### src/rtl/fft_ctrl.sv
// Control sequencer for the single-butterfly FFT datapath: debounces one push-button
// and steps through operand loads, multiply, add/sub and result display.
module fft_ctrl #(
  parameter int unsigned DEB_CYCLES = 16,
  parameter int unsigned MUL_CYCLES = 4,
  parameter int unsigned CAL_CYCLES = 4
) (
  input  logic       clk,
  input  logic       Reset,
  input  logic       button,
  output logic       load_Rea,
  output logic       load_Ima,
  output logic       load_Reb,
  output logic       load_Imb,
  output logic       load_Rew,
  output logic       load_Imw,
  output logic       mul_en,
  output logic       cal_en,
  output logic       display_Rey,
  output logic       display_Imy,
  output logic       display_Rez,
  output logic       display_Imz,
  output logic       busy,
  output logic [3:0] step
);

  localparam int unsigned DebW  = (DEB_CYCLES > 1) ? $clog2(DEB_CYCLES) : 1;
  localparam int unsigned PhMax = (MUL_CYCLES > CAL_CYCLES) ? MUL_CYCLES : CAL_CYCLES;
  localparam int unsigned PhW   = $clog2(PhMax + 1);

  localparam logic [DebW-1:0] DebLast = DebW'(DEB_CYCLES - 1);
  localparam logic [PhW-1:0]  MulLast = PhW'(MUL_CYCLES - 1);
  localparam logic [PhW-1:0]  CalLast = PhW'(CAL_CYCLES - 1);

  typedef enum logic [3:0] {
    StARe = 4'd0,
    StAIm = 4'd1,
    StBRe = 4'd2,
    StBIm = 4'd3,
    StWRe = 4'd4,
    StWIm = 4'd5,
    StMul = 4'd6,
    StCal = 4'd7,
    StYRe = 4'd8,
    StYIm = 4'd9,
    StZRe = 4'd10,
    StZIm = 4'd11
  } state_e;

  logic            sync1_q, sync_q;
  logic [DebW-1:0] deb_cnt_q;
  logic            db_q, db_prev_q;
  logic            press;

  state_e          state_q, state_d;
  logic [PhW-1:0]  phase_q, phase_d;
  logic [5:0]      load_d;

  always_ff @(posedge clk or posedge Reset) begin
    if (Reset) begin
      sync1_q   <= 1'b0;
      sync_q    <= 1'b0;
      deb_cnt_q <= '0;
      db_q      <= 1'b0;
      db_prev_q <= 1'b0;
    end else begin
      sync1_q   <= button;
      sync_q    <= sync1_q;
      db_prev_q <= db_q;
      if (sync_q == db_q) begin
        deb_cnt_q <= '0;
      end else if (deb_cnt_q == DebLast) begin
        db_q      <= sync_q;
        deb_cnt_q <= '0;
      end else begin
        deb_cnt_q <= deb_cnt_q + 1'b1;
      end
    end
  end

  assign press = db_q & ~db_prev_q;

  always_comb begin
    state_d = state_q;
    phase_d = phase_q;
    load_d  = '0;
    case (state_q)
      StARe: if (press) begin state_d = StAIm; load_d[0] = 1'b1; end
      StAIm: if (press) begin state_d = StBRe; load_d[1] = 1'b1; end
      StBRe: if (press) begin state_d = StBIm; load_d[2] = 1'b1; end
      StBIm: if (press) begin state_d = StWRe; load_d[3] = 1'b1; end
      StWRe: if (press) begin state_d = StWIm; load_d[4] = 1'b1; end
      StWIm: begin
        if (press) begin
          state_d   = StMul;
          load_d[5] = 1'b1;
          phase_d   = '0;
        end
      end
      // Presses in the busy phases are simply dropped.
      StMul: begin
        if (phase_q == MulLast) begin
          state_d = StCal;
          phase_d = '0;
        end else begin
          phase_d = phase_q + 1'b1;
        end
      end
      StCal: begin
        if (phase_q == CalLast) begin
          state_d = StYRe;
          phase_d = '0;
        end else begin
          phase_d = phase_q + 1'b1;
        end
      end
      StYRe: if (press) state_d = StYIm;
      StYIm: if (press) state_d = StZRe;
      StZRe: if (press) state_d = StZIm;
      StZIm: if (press) state_d = StARe;
      default: state_d = StARe;
    endcase
  end

  // Level outputs are registered from the next state so they line up with step.
  always_ff @(posedge clk or posedge Reset) begin
    if (Reset) begin
      state_q     <= StARe;
      phase_q     <= '0;
      load_Rea    <= 1'b0;
      load_Ima    <= 1'b0;
      load_Reb    <= 1'b0;
      load_Imb    <= 1'b0;
      load_Rew    <= 1'b0;
      load_Imw    <= 1'b0;
      mul_en      <= 1'b0;
      cal_en      <= 1'b0;
      display_Rey <= 1'b0;
      display_Imy <= 1'b0;
      display_Rez <= 1'b0;
      display_Imz <= 1'b0;
      busy        <= 1'b0;
    end else begin
      state_q     <= state_d;
      phase_q     <= phase_d;
      load_Rea    <= load_d[0];
      load_Ima    <= load_d[1];
      load_Reb    <= load_d[2];
      load_Imb    <= load_d[3];
      load_Rew    <= load_d[4];
      load_Imw    <= load_d[5];
      mul_en      <= (state_d == StMul);
      cal_en      <= (state_d == StCal);
      display_Rey <= (state_d == StYRe);
      display_Imy <= (state_d == StYIm);
      display_Rez <= (state_d == StZRe);
      display_Imz <= (state_d == StZIm);
      busy        <= (state_d == StMul) || (state_d == StCal);
    end
  end

  assign step = state_q;

endmodule

### config.mk
export PLATFORM = sky130hd
export DESIGN_NAME = fft_ctrl
export DESIGN_NICKNAME = d
export VERILOG_FILES = /design/src/rtl/fft_ctrl.sv
export SDC_FILE = /design/constraint.sdc
export NUM_CORES = 1
export LEC_CHECK = 0
export CAP_MARGIN = 15
export CELL_PAD_IN_SITES_DETAIL_PLACEMENT = 1
export CELL_PAD_IN_SITES_GLOBAL_PLACEMENT = 2
export CORE_ASPECT_RATIO = 1.5
export CORE_MARGIN = 3
export CORE_UTILIZATION = 30
export CTS_CLUSTER_SIZE = 10
export DETAILED_ROUTE_END_ITERATION = 16
export PLACE_DENSITY = 0.69
export RECOVER_POWER = 50
export SKIP_CTS_REPAIR_TIMING = 1
export SYNTH_ARGS = -nofsm -noshare
export SYNTH_HDL_FRONTEND = slang
export SYNTH_SLANG_ARGS = --single-unit
export TNS_END_PERCENT = 30
### constraint.sdc
create_clock -name clk -period 1.2 [get_ports clk]
set_clock_uncertainty 0.1 [all_clocks]
set_input_delay 0.36 -clock clk [delete_from_list [all_inputs] [get_ports clk]]
set_output_delay 0.36 -clock clk [all_outputs]
set_load 0.005 [all_outputs]
## Word-level counts from Yosys, hierarchy flattened

Index checks and enable logic that the tools add are counted.

- Word-level logic and storage cells: 77
- Flip-flop bits (word level): 28
- Input port bits: 3
- Output and inout port bits: 17

- Muxes and demuxes: 25
- Equality and inequality tests: 21
- $add $sub $neg: 2
- Bitwise gates (word level): 3
- Reductions and logical operators: 6

Operators with widths:

| cell | number |
|---|---|
| two-way mux 4 bit | 14 |
| case mux 4 bit (12 select lines) | 1 |
| equality test 4 bit (second input constant) | 9 |
| equality test 4 x 3 -> 1 bit (second input constant) | 6 |
| equality test 4 x 2 -> 1 bit (second input constant) | 2 |
| two-way mux 1 bit | 7 |
| two-way mux 3 bit | 2 |
| case mux 3 bit (2 select lines) | 1 |
| adder 4 x 1 -> 4 bit (second input constant) | 1 |
| equality test 4 x 1 -> 1 bit (second input constant) | 1 |
| logical NOT 4 bit | 1 |
| AND reduction 2 bit | 2 |
| adder 3 x 1 -> 3 bit (second input constant) | 1 |
| equality test 3 x 2 -> 1 bit (second input constant) | 1 |
| != test 2 bit (second input constant) | 1 |
| inverter 1 bit | 2 |
| nonzero test 2 bit | 1 |
| OR reduction 2 bit | 1 |
| bitwise AND 1 bit | 1 |
| equality test 1 bit | 1 |
| logical OR 1 bit | 1 |

## Longest topological paths before layout

- Word-level depth: 6
- Gate-level depth with buffers: 5
- Gate-level depth less buffers: 4

## Worst setup path after synthesis

OpenSTA, ideal clock, no wires.

- Path type: register to register
- Start point: register db_prev_q
- End point: register state_q[2], in the netlist step[2]
- Buffers on the path: 0
- Stages on the path, launching flop included: 4
- Slack: -0.052 ns
- Clock period less this slack: 1.252 ns
- Data required time: 1.020 ns
- Arrival time: 1.072 ns
- Library setup time: 0.080 ns
- Cells stage by stage: dfrtp_1 -> nand2b_2 -> or3_4 -> o22ai_2

- Cells in the longest elaborated chain, start to end: 4
- Elaborated cells between the ends (all ways): 13
- Classes of those cells: mux: 11; bitwise: 2

RTL lines:

| element | line | text |
|---|---|---|
| start: declaration | 52 | `logic db_q, db_prev_q;` |
| start signal: assignment | 69 | `db_prev_q <= db_q;` |
| inverter 1 bit (*) | 81 | `assign press = db_q & ~db_prev_q;` |
| bitwise AND 1 bit (*) | 81 |  |
| two-way mux 4 bit (tied with other cells) | 120 | `StZIm: if (press) state_d = StARe;` |
| case mux 4 bit (12 select lines) (*) | 87 | `case (state_q)` |
| net state_d[2] | 55 | `state_e state_q, state_d;` |
| end signal: assignment | 128 | `state_q <= StARe;` |
| end signal: assignment | 144 | `state_q <= state_d;` |
| end: declaration | 55 |  |

The timed path passes the listed nets; every way through them passes the cells marked *.
A chain may end at the register's enable or synchronous reset.

## Worst setup path after layout

- Start point: register state_q[0], in the netlist step[0]
- End point: register phase_q[2]

- Cells in the longest elaborated chain, start to end: 4
- Elaborated cells between the ends (all ways): 8
- Classes of those cells: eq/ne: 4; mux: 1; reduce/logical: 3

RTL lines:

| element | line | text |
|---|---|---|
| equality test 4 x 3 -> 1 bit | 87 |  |
| OR reduction 2 bit (no source line) | n/a |  |
| nonzero test 2 bit (no source line) | n/a |  |
| AND reduction 2 bit (no source line) | n/a |  |
| end signal: assignment | 145 | `phase_q <= phase_d;` |
| end: declaration | 56 | `logic [PhW-1:0] phase_q, phase_d;` |

Parallel ways exist; a longest one is shown, timed or not.

==> flow_metrics.env <==
export IMPL_layout_commonest_cell="dfrtp_1"
export IMPL_status="complete, but fails checks"
export IMPL_crit_fanout=12
export IMPL_tightestPinTransition_ns=0.619
export IMPL_grt_max_degree=29
export IMPL_port_buffers=19
export IMPL_clkSinkCount=28
export IMPL_r2r_setup_slack_ns=-0.1
export IMPL_pwr_share_comb_pct=3.8
export IMPL_cp_slowest_cell="dfrtp_1"
export IMPL_slew_limit_headroom_pct=58.7
export IMPL_fp_row_count=27
export IMPL_drive_gt1_share_pct=46.5
export IMPL_layout_min_cycle_time_ns=1.30
export IMPL_setup_viol=37
export IMPL_worstSetupPathType="reg2reg"
export IMPL_io_pins=20
export IMPL_fillers=400
export IMPL_sequentialPowerShare_pct=54.4
export IMPL_n_antenna_cell=0
export IMPL_finalSetupTns_ns=-1.45
export IMPL_via_per_inst=4.84
export IMPL_grt_ovfl_total=0
export IMPL_cp_arrival_ns=1.37
export IMPL_antenna_found_initial=0
export IMPL_critPathCaptureType="register"
export IMPL_core_area_um2=3680
export IMPL_ys_ff_latch=28
export IMPL_final_hold_violation_count=0
export IMPL_drt_total_wl_um=2600
export IMPL_place_area_um2=1500
export IMPL_crit_path_cell_trace="buf_6, and4bb_2, and2_4, nor2_1"
export IMPL_path_clk_slew_ns=0.09
export IMPL_h_tree_depth=1
export IMPL_min_path_type="reg2reg"
export IMPL_ant_nets=0
export IMPL_clk_latency_ns=0.28
export IMPL_switchingPower_mw=0.347
export IMPL_netlist_area_um2=1150
export IMPL_r2r_start="step[0]"
export IMPL_syn_inst=94
export IMPL_gp_congestion=0.705
export IMPL_power_per_cell_area_nw_per_um2=1130
export IMPL_placed_cells=167
export IMPL_power_mw=1.78
export IMPL_final_util_pct=42.6
export IMPL_cts_tree="built"
export IMPL_critPathRequiredTime_ns=1.28
export IMPL_p_sw_share_pct=19.5
export IMPL_mappedNetlistNets=99
export IMPL_post_route_period_util_pct=108
export IMPL_hpwl_um=1820
export IMPL_grt_pass1_wl_um=4170
export IMPL_grt_setup_unrepaired="yes"
export IMPL_design_area_um2=1570
export IMPL_drtIter0Drc=8
export IMPL_synth_distinct_cells=36
export IMPL_grtUsageTotal_pct=12.0
export IMPL_clockRootBuffer="clkbuf_8"
export IMPL_finalNonFillerCells=172
export IMPL_start_kind="register"
export IMPL_syn_avg_cell_area_um2=12.3
export IMPL_vdd_drop_max_mv=0.657
export IMPL_intPower_mw=1.43
export IMPL_routedWlPerCell_um=15.1
export IMPL_fmax_ghz=0.772
export IMPL_cp_num_buf_inv=1
export IMPL_met1_usage_pct=13.0
export IMPL_first_pass_iters=4
export IMPL_slew_viol_final=0
export IMPL_min_delay_start="sync1_q"
export IMPL_seq_area_frac_synth_pct=60.7
export IMPL_grt_pass1_vias=889
export IMPL_area_delta_synth_final_pct=36.1
export IMPL_cts_buffers=3
export IMPL_cap_violations=0
export IMPL_violations="setup timing"
export IMPL_initial_core_util_pct=31.3
export IMPL_power_leakage_nw=0.754
export IMPL_die_h_um=81.9
export IMPL_drcViolationCount=0
export IMPL_die_x_um=56.6
export IMPL_dieArea_um2=4640
export IMPL_crit_path_max_incr_delay_ns=0.39
export IMPL_cts_buffer_depth=2
export IMPL_busiest_layer="met2"
export IMPL_met3_usage_pct=1.89
export IMPL_clock_power_share_pct=41.9
export IMPL_crit_family="simple AND/OR/NAND/NOR gates"
export IMPL_num_vias=833
export IMPL_nNetsFinal=135
export IMPL_finalWorstSetupSlack_ns=-0.0952
export IMPL_final_cell_mix="28 x dfrtp_1, 15 x clkbuf_2, 10 x buf_4"
export IMPL_cp_startpoint="step[0]"
export IMPL_synth_warning_count=0
export IMPL_grt_use_met2_pct=21.8
stage by stage:
stage	hold WS, ns	worst slack [ns]
floorplan	0.231	-0.0521
global placement	0.234	-0.151
detailed placement	0.237	-0.152
CTS	0.259	-0.454
global route	0.267	-0.189
finish	0.255	-0.0952
layer usage:
layer | vias up | routed length, µm
li1 | 404 | -
met1 | 410 | 1020
met2 | 13 | 1440
met3 | 6 | 81
met4 | 0 | 60
met5 | - | 0
synthesized netlist by cell type:
| library cell | n | area [µm²] |
|---|---|---|
| ha_1 | 2 | 25.0 |
| nand4b_1 | 1 | 8.76 |
| dfrtp_1 | 28 | 701 |
| or3_4 | 1 | 11.3 |
| nand3_1 | 1 | 5.00 |
| o211a_1 | 1 | 10.0 |
| buf_2 | 3 | 15.0 |
| xnor2_1 | 4 | 35.0 |
| and2_1 | 1 | 6.26 |
| and3b_1 | 1 | 8.76 |
| and4b_1 | 1 | 10.0 |
| a32o_1 | 1 | 10.0 |
| mux2_2 | 1 | 11.3 |
| and2b_1 | 2 | 15.0 |
| o22ai_2 | 1 | 12.5 |
| nor3b_1 | 2 | 15.0 |
| and4bb_1 | 1 | 12.5 |
| nor4_1 | 1 | 6.26 |
| nand2b_2 | 1 | 8.76 |
| nand2b_1 | 3 | 18.8 |
| a21o_1 | 1 | 7.51 |
| a21oi_1 | 4 | 20.0 |
| o22ai_1 | 1 | 6.26 |
| nor2b_1 | 4 | 25.0 |
| nand3b_1 | 2 | 15.0 |
| o21a_1 | 2 | 15.0 |
| nand2_1 | 3 | 11.3 |
| nor3b_2 | 1 | 12.5 |
| o21ai_0 | 3 | 15.0 |
| o21ai_1 | 2 | 10.0 |
| nor3_1 | 2 | 10.0 |
| nor2_1 | 7 | 26.3 |
| o41ai_1 | 1 | 8.76 |
| a21boi_0 | 1 | 7.51 |
| nor3_2 | 1 | 10.0 |
| inv_1 | 2 | 7.51 |
cells by family after synthesis:
group / count (synthesis) / share of synthesized area, %
AOI/OAI and AO/OA: 18 / 10.6
xor gates and xnor gates: 4 / 3.04
adders and majority gates: 2 / 2.17
buffers and inverters: 5 / 1.95
DFF: 28 / 60.7
muxes: 1 / 0.976
and+or+nand+nor: 36 / 20.5
worst register-to-register path: stages (launching register included):
cell,delay (ns)
dfrtp_1,0.39
buf_6,0.18
and4bb_2,0.32
and2_4,0.16
nor2_1,0.04
final cells by class:
type / instances / area [µm²] / area share [%]
Sequential cell: 28 / 701 / 44.6
Tap cell: 43 / 53.8 / 3.43
Clock buffer: 3 / 41.3 / 2.63
Multi-Input combinational cell: 61 / 507 / 32.3
Timing Repair Buffer: 34 / 230 / 14.7
Inverter: 2 / 7.51 / 0.478
Clock inverter: 1 / 30.0 / 1.91
worst paths after layout:
kind | depth (start not counted) | endpoint
max in group asynchronous | 3 | display_Rey
max | 4 | phase_q[2]
min | 0 | sync_q
max reg2reg | 4 | phase_q[2]
min reg2reg | 0 | sync_q
min in group asynchronous | 3 | sync_q
power groups by stage:
stage	Combinational [mW]	Clock [mW]	Sequential (mW)
after CTS	0.0722	0.768	0.965
after detailed placement	0.0719	0	0.984
after global routing	0.0767	0.798	0.969
after global placement	0.0668	0	0.982
after floorplan	0.0361	0	0.982
final	0.0668	0.745	0.967
No activity file was read; power rests on OpenSTA's default activity.
